`src/rtl/rgb_pwm_driver_if.sv`:
```
// rgb_pwm_driver_if: run/update controls, six duty inputs and the PWM/status outputs of the driver
interface rgb_pwm_driver_if;
  logic en;
  logic upd;
  logic [7:0] R1_in, G1_in, B1_in, R2_in, G2_in, B2_in;
  logic R1_pwm, G1_pwm, B1_pwm, R2_pwm, G2_pwm, B2_pwm;
  logic period_start;
  logic upd_pending;
  logic busy;
  modport master (
    output en, upd, R1_in, G1_in, B1_in, R2_in, G2_in, B2_in,
    input R1_pwm, G1_pwm, B1_pwm, R2_pwm, G2_pwm, B2_pwm, period_start, upd_pending, busy
  );
  modport slave (
    input en, upd, R1_in, G1_in, B1_in, R2_in, G2_in, B2_in,
    output R1_pwm, G1_pwm, B1_pwm, R2_pwm, G2_pwm, B2_pwm, period_start, upd_pending, busy
  );
endinterface

```
`src/rtl/rgb_pwm_driver.sv`:
```
// rgb_pwm_driver: six-channel 8-bit PWM with double-buffered duties applied at period wrap and drain-to-period-end stop
module rgb_pwm_driver #(
  parameter int PRESCALE = 4
) (
  input logic clk,
  input logic rst,
  rgb_pwm_driver_if.slave bus
);
  typedef enum logic [1:0] {IDLE, RUN, DRAIN} state_t;
  localparam logic [7:0] PMAX = 8'(PRESCALE - 1);
  state_t state, state_n;
  logic [7:0] pres, pres_n, cnt, cnt_n;
  logic [5:0][7:0] din, pend, act;
  logic [5:0] lt, pwm;
  logic run, step, wrap, entry, bound, pending, pstart, busy_q;
  assign din = {bus.B2_in, bus.G2_in, bus.R2_in, bus.B1_in, bus.G1_in, bus.R1_in};
  assign run = state != IDLE;
  assign step = pres == PMAX;
  assign wrap = run && step && cnt == 8'hff;
  assign entry = state == IDLE && bus.en;
  assign bound = entry || wrap;
  for (genvar i = 0; i < 6; i++) begin : g_cmp
    assign lt[i] = cnt < act[i];
  end
  always_comb begin
    state_n = state == IDLE ? (bus.en ? RUN : IDLE)
            : state == RUN  ? (bus.en ? RUN : DRAIN)
            : wrap ? IDLE : bus.en ? RUN : DRAIN;
    pres_n = run && !step ? pres + 8'd1 : 8'd0;
    cnt_n = run ? cnt + {7'd0, step} : 8'd0;
  end
  always_ff @(posedge clk or negedge rst) begin
    if (!rst) begin
      state <= IDLE;
      pres <= '0;
      cnt <= '0;
      pend <= '0;
      act <= '0;
      pwm <= '0;
      pending <= 1'b0;
      pstart <= 1'b0;
      busy_q <= 1'b0;
    end else begin
      state <= state_n;
      pres <= pres_n;
      cnt <= cnt_n;
      if (bus.upd) pend <= din;
      if (bound) act <= bus.upd ? din : (entry || pending) ? pend : act;
      pending <= !bound && (pending || bus.upd);
      pwm <= run ? lt : 6'd0;
      pstart <= state_n != IDLE && pres_n == 8'd0 && cnt_n == 8'd0;
      busy_q <= state_n != IDLE;
    end
  end
  assign {bus.B2_pwm, bus.G2_pwm, bus.R2_pwm, bus.B1_pwm, bus.G1_pwm, bus.R1_pwm} = pwm;
  assign bus.period_start = pstart;
  assign bus.upd_pending = pending;
  assign bus.busy = busy_q;
endmodule

```
`src/flat_wrapper.sv`:
```
// flat-port wrapper written by rule: the top's interface ports become plain ports
module rgb_pwm_driver_flat 
#(
  parameter int PRESCALE = 4
)
  (clk, rst, bus_en, bus_upd, bus_R1_in, bus_G1_in, bus_B1_in, bus_R2_in, bus_G2_in, bus_B2_in, bus_R1_pwm, bus_G1_pwm, bus_B1_pwm, bus_R2_pwm, bus_G2_pwm, bus_B2_pwm, bus_period_start, bus_upd_pending, bus_busy);
  rgb_pwm_driver_if bus_i ();
  input logic clk;
  input logic rst;
  input wire logic [$bits(bus_i.en)-1:0] bus_en;
  input wire logic [$bits(bus_i.upd)-1:0] bus_upd;
  input wire logic [$bits(bus_i.R1_in)-1:0] bus_R1_in;
  input wire logic [$bits(bus_i.G1_in)-1:0] bus_G1_in;
  input wire logic [$bits(bus_i.B1_in)-1:0] bus_B1_in;
  input wire logic [$bits(bus_i.R2_in)-1:0] bus_R2_in;
  input wire logic [$bits(bus_i.G2_in)-1:0] bus_G2_in;
  input wire logic [$bits(bus_i.B2_in)-1:0] bus_B2_in;
  output wire logic [$bits(bus_i.R1_pwm)-1:0] bus_R1_pwm;
  output wire logic [$bits(bus_i.G1_pwm)-1:0] bus_G1_pwm;
  output wire logic [$bits(bus_i.B1_pwm)-1:0] bus_B1_pwm;
  output wire logic [$bits(bus_i.R2_pwm)-1:0] bus_R2_pwm;
  output wire logic [$bits(bus_i.G2_pwm)-1:0] bus_G2_pwm;
  output wire logic [$bits(bus_i.B2_pwm)-1:0] bus_B2_pwm;
  output wire logic [$bits(bus_i.period_start)-1:0] bus_period_start;
  output wire logic [$bits(bus_i.upd_pending)-1:0] bus_upd_pending;
  output wire logic [$bits(bus_i.busy)-1:0] bus_busy;
  assign bus_i.en = bus_en;
  assign bus_i.upd = bus_upd;
  assign bus_i.R1_in = bus_R1_in;
  assign bus_i.G1_in = bus_G1_in;
  assign bus_i.B1_in = bus_B1_in;
  assign bus_i.R2_in = bus_R2_in;
  assign bus_i.G2_in = bus_G2_in;
  assign bus_i.B2_in = bus_B2_in;
  assign bus_R1_pwm = bus_i.R1_pwm;
  assign bus_G1_pwm = bus_i.G1_pwm;
  assign bus_B1_pwm = bus_i.B1_pwm;
  assign bus_R2_pwm = bus_i.R2_pwm;
  assign bus_G2_pwm = bus_i.G2_pwm;
  assign bus_B2_pwm = bus_i.B2_pwm;
  assign bus_period_start = bus_i.period_start;
  assign bus_upd_pending = bus_i.upd_pending;
  assign bus_busy = bus_i.busy;
  rgb_pwm_driver #(.PRESCALE(PRESCALE)) u_core (.clk(clk), .rst(rst), .bus(bus_i));
endmodule
```
`config.mk`:
```
export PLATFORM = sky130hd
export DESIGN_NAME = rgb_pwm_driver_flat
export DESIGN_NICKNAME = d
export VERILOG_FILES = /design/src/rtl/rgb_pwm_driver_if.sv /design/src/rtl/rgb_pwm_driver.sv /design/src/flat_wrapper.sv
export SDC_FILE = /design/constraint.sdc
export NUM_CORES = 1
export LEC_CHECK = 0
export BUFFER_PORTS_ARGS = -buffer_cell sky130_fd_sc_hd__buf_2
export CORE_MARGIN = 5
export CORE_UTILIZATION = 40
export DETAILED_ROUTE_END_ITERATION = 7
export PLACE_DENSITY = 0.57
export SYNTH_ARGS = -nofsm -noshare
export SYNTH_HDL_FRONTEND = slang
export SYNTH_SLANG_ARGS = --single-unit
```
`constraint.sdc`:
```
create_clock -name clk -period 4.9 [get_ports clk]
set_input_delay 0.98 -clock clk [delete_from_list [all_inputs] [get_ports clk]]
set_output_delay 0.98 -clock clk [all_outputs]
set_load 0.01 [all_outputs]
```
After elaboration in Yosys (flattened, before gate mapping)
Index checks and enable logic that the tools add are counted.

Register bits after elaboration: 123. Latch bits: 0. Memories kept: 0. Output and inout bits: 9. Logic and storage cells: 59. Bits of input ports: 52. Bits in writable memories: 0. Bits in read-only memories: 0.

Div/mod/pow operators: 0. Shift operators: 0. Magnitude comparators: 6. Equality and inequality tests: 3. Add/subtract/negate cells: 2. Multiplexer cells: 10. Reduce and logical (&&, ||, !) cells: 19. Multipliers: 0. Bitwise operators: 0.

Operators by type and width (number): 2-to-1 mux 48 bit (2); less-than comparator 8 bit (6); logical NOT 8 bit (2); 2-to-1 mux 8 bit (2); adder 8 x 1 -> 8 bit (1); adder 8 x 1 -> 8 bit, second input constant (1); equality test 8 x 2 -> 1 bit, second input constant (1); equality test 8 bit, second input constant (1); 2-to-1 mux 2 bit (4); logical AND 1 bit (7); 2-to-1 mux 6 bit (1); nonzero test 2 bit (3); logical OR 1 bit (3); equality test 2 x 1 -> 1 bit, second input constant (1); logical NOT 1 bit (2); logical NOT 2 bit (1); AND reduction 2 bit (1); 2-to-1 mux 1 bit (1).

Longest topological paths before layout
Depth after elaboration: 9. Depth in mapped cells: 10. Mapped depth without buffers: 9.

Worst setup path after synthesis
OpenSTA, ideal clock, no wires.

Kind: register -> register. Start point: register u_core.pres[0]. End point: register u_core.pstart, in the netlist u_core.bus.period_start. Path buffers: 1. Setup time: 0.096 ns. Slack: 2.498 ns. Period minus slack after synthesis: 2.402 ns. Stages on the path, launching flop included: 11. Data arrival time: 2.307 ns. Data required time: 4.804 ns. Cell sequence: dfrtp_1 -> ha_1 -> buf_6 -> and4_4 -> ha_1 -> ha_1 -> nand3_1 -> xor2_1 -> nor2_1 -> or4_4 -> nor4_2.

Elaborated cells on any way between the ends: 17. Those cells by class: 2 x add/sub; 1 x eq/ne; 5 x mux; 9 x reduce/logical.

RTL lines: start, declared (line rgb_pwm_driver.sv:12) `logic [7:0] pres, pres_n, cnt, cnt_n;`; start signal, assigned (line rgb_pwm_driver.sv:45) `pres <= pres_n;`; equality test 8 x 2 -> 1 bit (line rgb_pwm_driver.sv:18) `assign step = pres == PMAX;`; adder 8 x 1 -> 8 bit (line rgb_pwm_driver.sv:30) `cnt_n = run ? cnt + {7'd0, step} : 8'd0;`; 2-to-1 mux 8 bit (line rgb_pwm_driver.sv:30); via u_core.cnt_n[4] (line rgb_pwm_driver.sv:12); logical NOT 8 bit (line rgb_pwm_driver.sv:51) `pstart <= state_n != IDLE && pres_n == 8'd0 && cnt_n == 8'd0;`; logical AND 1 bit (line rgb_pwm_driver.sv:51); end signal, assigned (line rgb_pwm_driver.sv:41) `pstart <= 1'b0;`; end signal, assigned (line rgb_pwm_driver.sv:51); end, declared (line rgb_pwm_driver.sv:15) `logic run, step, wrap, entry, bound, pending, pstart, busy_q;`.

The timed path passes the listed nets, and every way through them passes these cells. A chain may end at the register's enable or synchronous reset.

Final worst setup path
Start point: register u_core.cnt[2]. End point: register u_core.act[16] (netlist bit).

Longest elaborated chain between the ends: 4.

RTL lines: start, declared (line rgb_pwm_driver.sv:12); start signal, assigned (line rgb_pwm_driver.sv:46) `cnt <= cnt_n;`; equality test 8 bit (line rgb_pwm_driver.sv:19) `assign wrap = run && step && cnt == 8'hff;`; logical AND 1 bit (line rgb_pwm_driver.sv:19); logical OR 1 bit (line rgb_pwm_driver.sv:21) `assign bound = entry || wrap;`; AND reduction 2 bit (no line); end signal, assigned (line rgb_pwm_driver.sv:48) `if (bound) act <= bus.upd ? din : (entry || pending) ? pend : act;`; end, declared (line rgb_pwm_driver.sv:13) `logic [5:0][7:0] din, pend, act;`.

No other way between the ends.

==> impl_metrics.ini <==
[hold_path]
whs_path_depth = 1
hold_path_end = u_core.act[25]$_DFFE_PN0P_
worstHoldStart = u_core.act[25]$_DFFE_PN0P_
hold_path_class = register to register

[clock_network]
cts-root-buf = clkbuf_16
post_cts_buffers = 0
cts_buffers = 17
clk_pin_slew_ns = 0.06
htreeDepth = 4
cts.hold.buffers_added = 0
cts_resized = 0
cts_tree = yes
clk_latency_ns = 0.42
cts_buffer_depth = 2
clock-sinks = 123

[power]
p_leak_nw = 3.36
swShare = 0.261
vdd_drop_max_mv = 0.224
switchingPower_w = 0.000788
combPwrFrac = 0.163
pwr-share-clk = 0.414
p_seq_frac = 0.422
powerDensity_nw_per_um2 = 436
power.total_w = 0.00302
internal_power_w = 0.00224

[placement]
numPortBuffers = 60
dp_hpwl_um = 7760
routabilityCongestion = 0.797

[sta]
max_freq_ghz = 0.357
finalCritPeriodShare = 0.572
min_period_ns = 2.80
setup_viol = 0
slew_violations = 0
hold_viol = 0
skew_ns = 0.0144
final.setup.tns_ns = 0
grt_setup_unrepaired = no
max-slew-margin-rel = 0.239
tightest_slew_ns = 1.14

[worst_setup_path]
worstPathRequired_ns = 5.19
worst-setup-path-type = register to register
startpoint_type = register
endpoint_kind = register
critPathArrivalTime_ns = 3.09
cp-startpoint = u_core.cnt[2]$_DFF_PN0_
max_stage_delay_ns = 0.85
crit_chain = nand4_2, nor4_2, o211ai_1, nand2_2, mux2_2
crit_slowest_cell = nand2_2
rr_worst_depth = 5
timing.rr.start = u_core.cnt[2]$_DFF_PN0_
reg2reg_slack_ns = 2.10
critical_path_peak_fanout = 48
reg2reg_to = u_core.act[16]$_DFFE_PN0P_

[routing]
dr.pass1.iters = 4
post_drt_wl_per_cell_um = 15.8
drcViolationCount = 0
drt_wl_total_um = 11500
vias_per_cell = 5.05
drtIter0Drc = 134
postRouteAntennaNets = 0
vias = 3669

[die]
dieArea_um2 = 17300
die_w_um = 131
die_h_um = 131
num_rows = 44
floorplan.initialDensity = 0.407
ios = 61
core_area_um2 = 14500

[job]
max_cap_violations = 0

[logic_synthesis]
synth-warning-count = 0
netlist-cell-type-count = 44
synth_common_cells = dfrtp_1 (123), mux2_2 (76), inv_1 (48)
syn-cell-area_um2 = 5890
synth_top_cell_by_area = dfrtp_1
avgSynthCellArea_um2 = 12.7
seq_area_frac_synth = 0.523
synth_edf_count = 0
synth.area.top_cells = dfrtp_1 (52%), mux2_2 (15%), ha_1 (9.6%)
synth_top_area_share = 0.523
synth_most_common_cell = dfrtp_1
async_flop_share = 1.00
syn_inst = 464
synth_fp_nets = 561
synthFlopType = dfrtp_1
ys_ff_latch = 123

[grt]
antenna_found_initial = 0
grt_use_total = 0.142
grt_max_degree = 50
grt_pass1_vias = 3932
grt_first_pass_wirelength_um = 19700
overflow = 0

[layout]
multi_input_area_um2 = 2530
antenna_cells = 0
syn2layout_area_growth_pct = 17.9
final_nets = 627
final-seq-area_um2 = 3080
drive_above_1_share = 0.335
n_fill_cell = 1292

[outcome]
outcome = finished, final reports clean
placed cells by master (no fill, tap or decap), types with 7 or more instances in the layout:
master and n:
mux2_2 76, nor4_1 7, buf_2 59, nor2_1 19, nand3_1 14, dfrtp_1 123
a21oi_1 8, xnor2_1 8, mux2_1 20, clkbuf_16 17, ha_1 45, o211ai_1 8
nand2_1 10, a21o_1 12, inv_1 48
cell type report:
cell class              count  share of cell area
multi-input cells         277               0.364
inverters                  48              0.0259
clock buffers              17              0.0613
well taps                 184              0.0331
clock inverters            15              0.0252
flip-flops and latches    123               0.443
repair buffers             63              0.0468
registers in the layout, summed over array words and instances, names as in the netlist:
register and cells:
u_core.cnt 8, u_core.state 2, u_core.bus.period_start 1, u_core.bus.upd_pending 1, u_core.pwm 6, u_core.bus.busy 1, u_core.pres 8, u_core.act 48
u_core.pend 48
metrics by stage:
| step | std cells | instance area (um^2) | setup slack, ns | hold slack, ns | util |
|---|---|---|---|---|---|
| final | 727 | 6950 | 2.10 | 0.485 | 0.480 |
| after global routing | 727 | 6950 | 1.82 | 0.504 | 0.480 |
| after CTS | 727 | 6950 | 2.05 | 0.489 | 0.480 |
| after detailed placement | 695 | 6340 | 2.08 | 0.477 | 0.438 |
| after global placement | 695 | 6340 | 2.14 | 0.469 | 0.438 |
| after floorplan | 464 | 5890 | 2.50 | 0.458 | - |
worst max path at each step:
stage / end / slack (ns) / cells past startpoint
6_report: u_core.act[16]$_DFFE_PN0P_ / 2.10 / 5
2_1_floorplan: u_core.bus.period_start$_DFF_PN0_ / 2.50 / 10
3_3_place_gp: u_core.act[31]$_DFFE_PN0P_ / 2.14 / 5
3_5_place_dp: u_core.act[16]$_DFFE_PN0P_ / 2.08 / 5
4_1_cts: u_core.act[16]$_DFFE_PN0P_ / 2.05 / 5
5_1_grt: u_core.act[0]$_DFFE_PN0P_ / 1.82 / 5
layer usage:
metal / up-vias / global-route usage / wire length, um
li1: 1773 / - / -
met4: 0 / 0.0697 / 242
met1: 1793 / 0.189 / 5530
met5: - / 0 / 0
met3: 17 / 0.0443 / 551
met2: 86 / 0.209 / 5150
cell families after synthesis:
| group | after synthesis | synth area share |
|---|---|---|
| DFF | 123 | 0.523 |
| muxes | 96 | 0.184 |
| and+or+nand+nor | 82 | 0.0811 |
| buffers and inverters | 64 | 0.0482 |
| adders and majority gates | 45 | 0.0956 |
| AOI/OAI and AO/OA | 42 | 0.0512 |
| xor gates and xnor gates | 12 | 0.0178 |
power groups by stage:
| stage | clock (W) | sequential [W] | combinational (W) |
|---|---|---|---|
| after CTS | 0.00128 | 0.00128 | 0.000506 |
| after floorplan | 0 | 0.00126 | 0.000380 |
| after global placement | 0 | 0.00129 | 0.000482 |
| after global routing | 0.00131 | 0.00130 | 0.000572 |
| final | 0.00125 | 0.00128 | 0.000494 |
| after detailed placement | 0 | 0.00130 | 0.000499 |
worst max-delay path: cells and delay by family, from the launching register on:
family / cells / cell delay (ns)
multiplexers: 1 / 0.43
flip-flops: 1 / 0.72
AND/OR/NAND/NOR: 3 / 1.35
AO/OA/AOI/OAI: 1 / 0.16
(Power assumes the default switching activity.)
